<file path="src/rtl/watchdog_kicker.sv">
// watchdog_kicker: heartbeat source for a downstream watchdog.
// A kick is issued at the end of each period only when every monitored task
// has checked in during that period. After Max_Misses consecutive bad periods,
// or when the watchdog reports an error, kicking stops until ipClear.
module watchdog_kicker #(
   parameter int Clk_Frequency  = 50_000_000,
   parameter int Kick_Period_ms = 10,
   parameter int Num_Tasks      = 4,
   parameter int Pulse_Width    = 4,
   parameter int Max_Misses     = 3
) (
   input  logic                 ipClk,
   input  logic                 Reset,
   input  logic                 ipEnable,
   input  logic [Num_Tasks-1:0] ipCheckIn,
   input  logic                 ipWdError,
   input  logic                 ipClear,
   output logic                 opKick,
   output logic [Num_Tasks-1:0] opMissMask,
   output logic [3:0]           opMissCount,
   output logic                 opStarved
);

   localparam int Period_Cycles = (Clk_Frequency / 1000) * Kick_Period_ms;
   localparam int Cnt_W         = (Period_Cycles > 1) ? $clog2(Period_Cycles) : 1;
   localparam int Pls_W         = (Pulse_Width > 1) ? $clog2(Pulse_Width) : 1;

   localparam logic [Cnt_W-1:0]     Period_Load = Cnt_W'(Period_Cycles - 1);
   localparam logic [Pls_W-1:0]     Pulse_Load  = Pls_W'(Pulse_Width - 1);
   localparam logic [Num_Tasks-1:0] All_Ones    = '1;
   localparam logic [3:0]           Miss_Limit  = 4'(Max_Misses);

   typedef enum logic [1:0] {
      IDLE   = 2'd0,
      KICK   = 2'd1,
      RUN    = 2'd2,
      STARVE = 2'd3
   } state_t;

   state_t               state_q,   state_d;
   logic [Cnt_W-1:0]     period_q,  period_d;
   logic [Pls_W-1:0]     pulse_q,   pulse_d;
   logic [Num_Tasks-1:0] flags_q,   flags_d;
   logic [Num_Tasks-1:0] mask_q,    mask_d;
   logic [3:0]           miss_q,    miss_d;
   logic                 kick_q,    kick_d;
   logic                 starved_q, starved_d;

   logic [Num_Tasks-1:0] eff;
   logic [3:0]           miss_inc;

   // Next-state logic: period/pulse counting, check-in tracking and evaluation.
   always_comb begin
      state_d   = state_q;
      period_d  = period_q;
      pulse_d   = pulse_q;
      flags_d   = flags_q;
      mask_d    = mask_q;
      miss_d    = miss_q;
      // A check-in landing on the evaluation cycle still counts for this period.
      eff       = flags_q | ipCheckIn;
      miss_inc  = (miss_q == 4'd15) ? 4'd15 : (miss_q + 4'd1);

      unique case (state_q)
         IDLE: begin
            if (ipEnable) begin
               // First kick after enable is unconditional.
               state_d  = KICK;
               period_d = Period_Load;
               pulse_d  = Pulse_Load;
            end
         end

         KICK, RUN: begin
            if (ipWdError) begin
               state_d = STARVE;
               flags_d = '0;
            end else if (!ipEnable) begin
               // Miss mask is kept so software can still see the last bad period.
               state_d  = IDLE;
               flags_d  = '0;
               miss_d   = 4'd0;
               period_d = '0;
               pulse_d  = '0;
            end else begin
               flags_d  = eff;
               period_d = period_q - Cnt_W'(1);
               if (state_q == KICK) begin
                  if (pulse_q == '0) begin
                     state_d = RUN;
                  end else begin
                     pulse_d = pulse_q - Pls_W'(1);
                  end
               end
               if (period_q == '0) begin
                  period_d = Period_Load;
                  flags_d  = '0;
                  if (eff == All_Ones) begin
                     state_d = KICK;
                     pulse_d = Pulse_Load;
                     miss_d  = 4'd0;
                  end else begin
                     mask_d  = ~eff;
                     miss_d  = miss_inc;
                     state_d = (miss_inc == Miss_Limit) ? STARVE : RUN;
                  end
               end
            end
         end

         STARVE: begin
            // Sticky: only ipClear leaves, everything else is ignored.
            if (ipClear) begin
               state_d  = IDLE;
               flags_d  = '0;
               miss_d   = 4'd0;
               mask_d   = '0;
               period_d = '0;
               pulse_d  = '0;
            end
         end

         default: begin
            state_d = IDLE;
         end
      endcase

      // Outputs are registered copies of what the next state implies.
      kick_d    = (state_d == KICK);
      starved_d = (state_d == STARVE);
   end

   // State and output registers with synchronous reset.
   always_ff @(posedge ipClk) begin
      if (Reset) begin
         state_q   <= IDLE;
         period_q  <= '0;
         pulse_q   <= '0;
         flags_q   <= '0;
         mask_q    <= '0;
         miss_q    <= 4'd0;
         kick_q    <= 1'b0;
         starved_q <= 1'b0;
      end else begin
         state_q   <= state_d;
         period_q  <= period_d;
         pulse_q   <= pulse_d;
         flags_q   <= flags_d;
         mask_q    <= mask_d;
         miss_q    <= miss_d;
         kick_q    <= kick_d;
         starved_q <= starved_d;
      end
   end

   assign opKick      = kick_q;
   assign opMissMask  = mask_q;
   assign opMissCount = miss_q;
   assign opStarved   = starved_q;

endmodule

</file>
<file path="config.mk">
export PLATFORM = sky130hd
export DESIGN_NAME = watchdog_kicker
export DESIGN_NICKNAME = d
export VERILOG_FILES = /design/src/rtl/watchdog_kicker.sv
export SDC_FILE = /design/constraint.sdc
export NUM_CORES = 1
export LEC_CHECK = 0
export ABC_CLOCK_PERIOD_IN_PS = 6230
export CAP_MARGIN = 20
export CORE_MARGIN = 3
export CORE_UTILIZATION = 40
export DETAILED_ROUTE_END_ITERATION = 6
export GPL_TIMING_DRIVEN = 0
export RECOVER_POWER = 100
export REMOVE_ABC_BUFFERS = 1
export SYNTH_ARGS = -nofsm -noshare
export SYNTH_HDL_FRONTEND = slang
export SYNTH_SLANG_ARGS = --single-unit
</file>
<file path="constraint.sdc">
create_clock -name ipClk -period 6.23 [get_ports ipClk]
set_input_delay 0.623 -clock ipClk [delete_from_list [all_inputs] [get_ports ipClk]]
set_output_delay 0.623 -clock ipClk [all_outputs]
set_load 0.005 [all_outputs]
</file>
==> impl_metrics.json, run 1 <==
{
  "final_nets": 287,
  "path_clk_slew_ns": 0.08,
  "vias": 1936,
  "placed_cells": 332,
  "ios": 19,
  "multiInputGateArea_um2": 1254,
  "ant_nets": 0,
  "power.total_w": 0.001052,
  "hold_viol": 0,
  "ys_ff_latch": 37,
  "setup_viol": 0,
  "cts_buffers": 5,
  "crit_fanout": 14,
  "initial_core_util": 0.4266,
  "grt_max_degree": 21,
  "cts_root_buf": "clkbuf_8",
  "netlist_area_um2": 2068,
  "antenna_found_initial": 0,
  "power.leakage_nw": 0.9053,
  "worst_slew_pin_slew_ns": 2.008,
  "num_rows": 25,
  "synth-edff-count": 0,
  "hold_start": "opMissMask[1]",
  "layout_worst_path_cycle_share": 0.6482,
  "cts_sinks": 37,
  "ys_warn_count": 0,
  "clk_latency_ns": 0.29,
  "r2r_cells": 7,
  "final_cells": 340,
  "cts_resized": 0,
  "critical_path_class": "reg2reg",
  "cts_tree": "yes",
  "die_w_um": 77.91,
  "grt_pass1_wl_um": 8990,
  "final_common_cell": "dfxtp_1",
  "async_reset_ff_frac": 0,
  "slew_viol_final": 15,
  "antennaDiodeCount": 0,
  "final_cell_mix": "dfxtp_1 (37), nor2_1 (32), nand2_1 (23)",
  "track_usage": 0.1856,
  "ys_seq_area_frac": 0.3581,
  "max-vdd-ir-drop_uv": 219.6,
  "hpwl_um": 3778,
  "post_cts_buffers": 0,
  "grt_pass1_vias": 1837,
  "r2r_start": "state_q[0]",
  "synth_area_leader_cell": "dfxtp_1",
  "crit_start": "state_q[0]",
  "slew_headroom": -0.3511,
  "period_minus_slack_ns": 4.038,
  "die_h_um": 77.91,
  "syn2layout_area_growth_pct": 16.64,
  "hp-class": "reg2reg",
  "drt_wl_total_um": 5171,
  "startpoint_type": "register",
  "end_kind": "register",
  "core_area_um2": 4848,
  "overflow": 0,
  "drive_above_1_share": 0.05128,
  "clockBufferDepth": 2,
  "maxCapViolCount": 1,
  "avgSynthCellArea_um2": 8.240,
  "arrival_ns": 4.23,
  "clock_skew_ns": 0.007908,
  "cts_max_level": 2,
  "synth_top_area_frac": 0.3581,
  "ys_types": 49,
  "status": "finished with violations",
  "drt_pre_antenna_iters": 4,
  "postCtsHoldBufs": 0,
  "vias_per_cell": 5.694,
  "numPortBuffers": 18,
  "wl_per_cell_um": 15.21,
  "setup-tns-final_ns": 0,
  "fmax_ghz": 0.2476,
  "die_area_um2": 6069,
  "route.detailed.drc": 0,
  "first_iter_violations": 76,
  "whs_path_depth": 2,
  "syn-instance-count": 251,
  "yosys-top-cells-area": "dfxtp_1 (36%), nor2_1 (5.8%), o21ai_0 (4.8%), nand2_1 (4.2%), ha_1 (3.6%)",
  "violations": "max-capacitance violations, max-slew violations",
  "worstPathRequired_ns": 6.42,
  "place_ws_ns": 3.152,
  "timing.final.ws_setup_ns": 2.192,
  "final.fill_count": 478,
  "ys.flop_type": "dfxtp_1",
  "gp_congestion": 0.8477,
  "rsz0062_at_grt": "false",
  "regArea_um2": 740.7,
  "power_density_nw_per_um2": 436.0
}
[path summary, 6_finish.rpt]
path | slack [ns] | endpoint
worst max-delay path | 2.19 | period_q[17]
worst min-delay path | 0.46 | opMissMask[1]
worst max register to register | 2.19 | period_q[17]
worst min register to register | 0.46 | opMissMask[1]
[sequential cells by signal, indices dropped and copies added, names as in the netlist]
name,flops
opStarved,1
state_q,2
flags_q,4
pulse_q,2
opMissCount,4
opMissMask,4
period_q,19
opKick,1
[critical path, stage by stage, from the launching register on]
cell     delay [ns]
dfxtp_1        0.41
inv_1          0.06
ha_1           0.40
and2_1         0.22
nor4_1         1.57
o21ai_0        0.63
or3_1          0.52
o211a_1        0.13
[routing by layer]
layer  track usage  vias to the layer above  part of all wire
met1        0.2621                      905              0.51
met2        0.2774                       42              0.43
met4       0.05420                        0             0.014
met5             0                        -                 0
li1              -                      982                 -
met3       0.04756                        7             0.042
[through the flow]
step	hold slack (ns)	instance area, um2	utilization
finish	0.4589	2412	0.4975
global route	0.4992	2412	0.4975
CTS	0.4636	2437	0.5027
detailed placement	0.4537	2317	0.4779
global placement	0.4481	2317	0.4779
floorplan	0.4499	2053	-
[cells in the mapped netlist (5+ instances only)]
master / number
nor2_1: 32
xnor2_1: 7
nand2_1: 23
o21ai_0: 20
nor4_1: 6
or4_1: 5
a31oi_1: 6
ha_1: 6
nor3_1: 5
dfxtp_1: 37
a21oi_1: 11
inv_1: 9
o21a_1: 7
[power breakdown]
group | internal, W | leakage, nW | switching [W]
logic | 0.000181 | 0.545 | 0.000292
clock network | 0.000130 | 0.0574 | 0.0000902
registers | 0.000295 | 0.303 | 0.0000635
total | 0.000606 | 0.905 | 0.000446
[cells by family (layout without fill, tap and decap cells)]
family          count (synthesis)  count (layout)  synth area share
compound gates                 79              79            0.2601
xor+xnor                        9               9           0.03811
fa+ha+maj                       6               6           0.03630
buf+inv                        13              35           0.02359
flops                          37              37            0.3581
simple gates                  107             107            0.2837
[layout make-up]
type,instances,share of cell area
flip-flops and latches,37,0.3071
repair buffers,18,0.07469
well taps,67,0.03475
inverters,9,0.01400
clock inverters,2,0.01556
multi-input cells,201,0.5197
clock buffers,6,0.03423
Note: power is estimated with default switching activity, not from simulation.
==> inputs of run 2 (changes only) <==
--- a/config.mk
+++ b/config.mk
@@ -5,7 +5,7 @@
 export SDC_FILE = /design/constraint.sdc
 export NUM_CORES = 1
 export LEC_CHECK = 0
-export ABC_CLOCK_PERIOD_IN_PS = 6230
+export ABC_CLOCK_PERIOD_IN_PS = 3280
 export CAP_MARGIN = 20
 export CORE_MARGIN = 3
 export CORE_UTILIZATION = 40
==> constraint.sdc (replaced) <==
create_clock -name ipClk -period 3.28 [get_ports ipClk]
set_input_delay 0.328 -clock ipClk [delete_from_list [all_inputs] [get_ports ipClk]]
set_output_delay 0.328 -clock ipClk [all_outputs]
set_load 0.005 [all_outputs]
==> run 2 against run 1 <==
Effect of this change: the flow now finishes without violations; critical path depth is the same; register-to-register slack got worse by 1.8 ns; flip-flop and latch count is the same; die area stayed put; worst setup slack got worse by 1.8 ns; count of clock-buffer cells in the layout is the same; maximum frequency up 40%; total power grew 91%; final area increased by 0.41%; first-iteration DRC count rose by 29%.
==> impl_metrics.json, run 2 (synthesis gave the netlist of run 1 again) <==
{
  "status": "finished clean",
  "post_cts_buffers": 0,
  "period_minus_slack_ns": 2.878,
  "vias": 1922,
  "clk_latency_ns": 0.30,
  "syn2layout_area_growth_pct": 17.12,
  "drt_wl_total_um": 5162,
  "grt_pass1_wl_um": 8990,
  "cts_tree": "yes",
  "hold_start": "opMissMask[1]",
  "drt_pre_antenna_iters": 4,
  "route.detailed.drc": 0,
  "vias_per_cell": 5.653,
  "clockBufferDepth": 2,
  "slew_viol_final": 0,
  "max-vdd-ir-drop_uv": 416.6,
  "die_area_um2": 6069,
  "critical_path_class": "reg2reg",
  "final_cell_mix": "dfxtp_1 (37), nor2_1 (32), nand2_1 (23)",
  "multiInputGateArea_um2": 1264,
  "setup-tns-final_ns": 0,
  "wl_per_cell_um": 15.18,
  "largest_register_ffs": 19,
  "antennaDiodeCount": 0,
  "core_area_um2": 4848,
  "cts_buffers": 5,
  "drive_above_1_share": 0.05128,
  "ios": 19,
  "end_kind": "register",
  "cts_sinks": 37,
  "worst_slew_pin_slew_ns": 0.8418,
  "antenna_found_initial": 0,
  "overflow": 0,
  "power_density_nw_per_um2": 831.1,
  "cts_max_level": 2,
  "final_nets": 287,
  "top_register": "period_q",
  "clock_skew_ns": 0.007413,
  "power.leakage_nw": 0.9063,
  "final_common_cell": "dfxtp_1",
  "r2r_cells": 7,
  "postCtsHoldBufs": 0,
  "maxCapViolCount": 0,
  "path_clk_slew_ns": 0.08,
  "worstPathRequired_ns": 3.48,
  "reg2reg_slack_ns": 0.40,
  "rsz0062_at_grt": "false",
  "gp_congestion": 0.8477,
  "cts_root_buf": "clkbuf_8",
  "track_usage": 0.1856,
  "fmax_ghz": 0.3475,
  "grt_pass1_vias": 1837,
  "fin_util": 0.4996,
  "r2r-end": "period_q[17]",
  "r2r_start": "state_q[0]",
  "crit_fanout": 14,
  "ant_nets": 0,
  "final.fill_count": 476,
  "num_rows": 25,
  "regArea_um2": 740.7,
  "cts_resized": 0,
  "first_iter_violations": 98,
  "numPortBuffers": 18,
  "slew_headroom": 0.4369,
  "hp-class": "reg2reg",
  "die_h_um": 77.91,
  "setup_viol": 0,
  "grt_max_degree": 21,
  "hpwl_um": 3778,
  "initial_core_util": 0.4266,
  "min_to": "opMissMask[1]",
  "arrival_ns": 3.08,
  "die_w_um": 77.91,
  "whs_path_depth": 2,
  "hold_viol": 0,
  "layout_worst_path_cycle_share": 0.8775,
  "startpoint_type": "register"
}
-- run 2: cell count changes in the layout (fill, tap and decap cells not counted) --
cell,change
a211oi_1,+1
a211oi_2,-1
clkdlybuf4s50_1,+1
dlygate4sd3_1,-1
nor4_1,-1
nor4_4,+1
-- run 2: through the flow --
step           hold WS [ns]  worst slack (ns)  power [W]  cells  instance area [um2]
4_1_cts              0.4636            0.4866   0.002031    340                 2437
3_3_place_gp         0.4481            0.4731   0.001593    332                 2317
2_1_floorplan        0.3904            0.9953   0.001359    247                 2053
5_1_grt              0.4992            0.1843   0.002175    340                 2422
3_5_place_dp         0.4537            0.4965   0.001607    332                 2317
6_report             0.4592            0.4019   0.002013    340                 2422
-- run 2: final cells by class --
type | count | share of cell area
clock buffers | 6 | 0.03409
multi-input cells | 201 | 0.5217
clock inverters | 2 | 0.01550
flip-flops and latches | 37 | 0.3058
repair buffers | 18 | 0.07438
well taps | 67 | 0.03461
inverters | 9 | 0.01395
-- run 2: report_power, final --
part	switching (W)	internal (W)	total, W
Sequential	0.000121	0.000560	0.000681
Clock	0.000174	0.000247	0.000421
Combinational	0.000561	0.000350	0.000911
-- run 2: how the worst max path moves through the flow --
| stage | cells past startpoint | slack [ns] | start | end |
|---|---|---|---|---|
| finish | 7 | 0.40 | state_q[0] | period_q[17] |
| global route | 7 | 0.18 | state_q[0] | period_q[17] |
| CTS | 7 | 0.49 | state_q[0] | period_q[17] |
| detailed placement | 6 | 0.50 | ipEnable | period_q[8] |
| global placement | 6 | 0.47 | ipEnable | period_q[17] |
| floorplan | 7 | 1.0 | state_q[0] | period_q[17] |
-- run 2: worst max-delay path, cell delays in order, from the launching register on --
cell and delay [ns]:
dfxtp_1 0.41, inv_1 0.06, ha_1 0.41, nor2_1 0.15
nor4_4 0.73, a21boi_0 0.63, a21oi_1 0.15, o211a_1 0.24
-- run 2: routing by layer --
metal	global-route usage	up-vias	wire, um
met1	0.2621	910	2704
met4	0.05420	0	57
met3	0.04756	6	169
met2	0.2774	32	2230
li1	-	974	-
met5	0	-	0
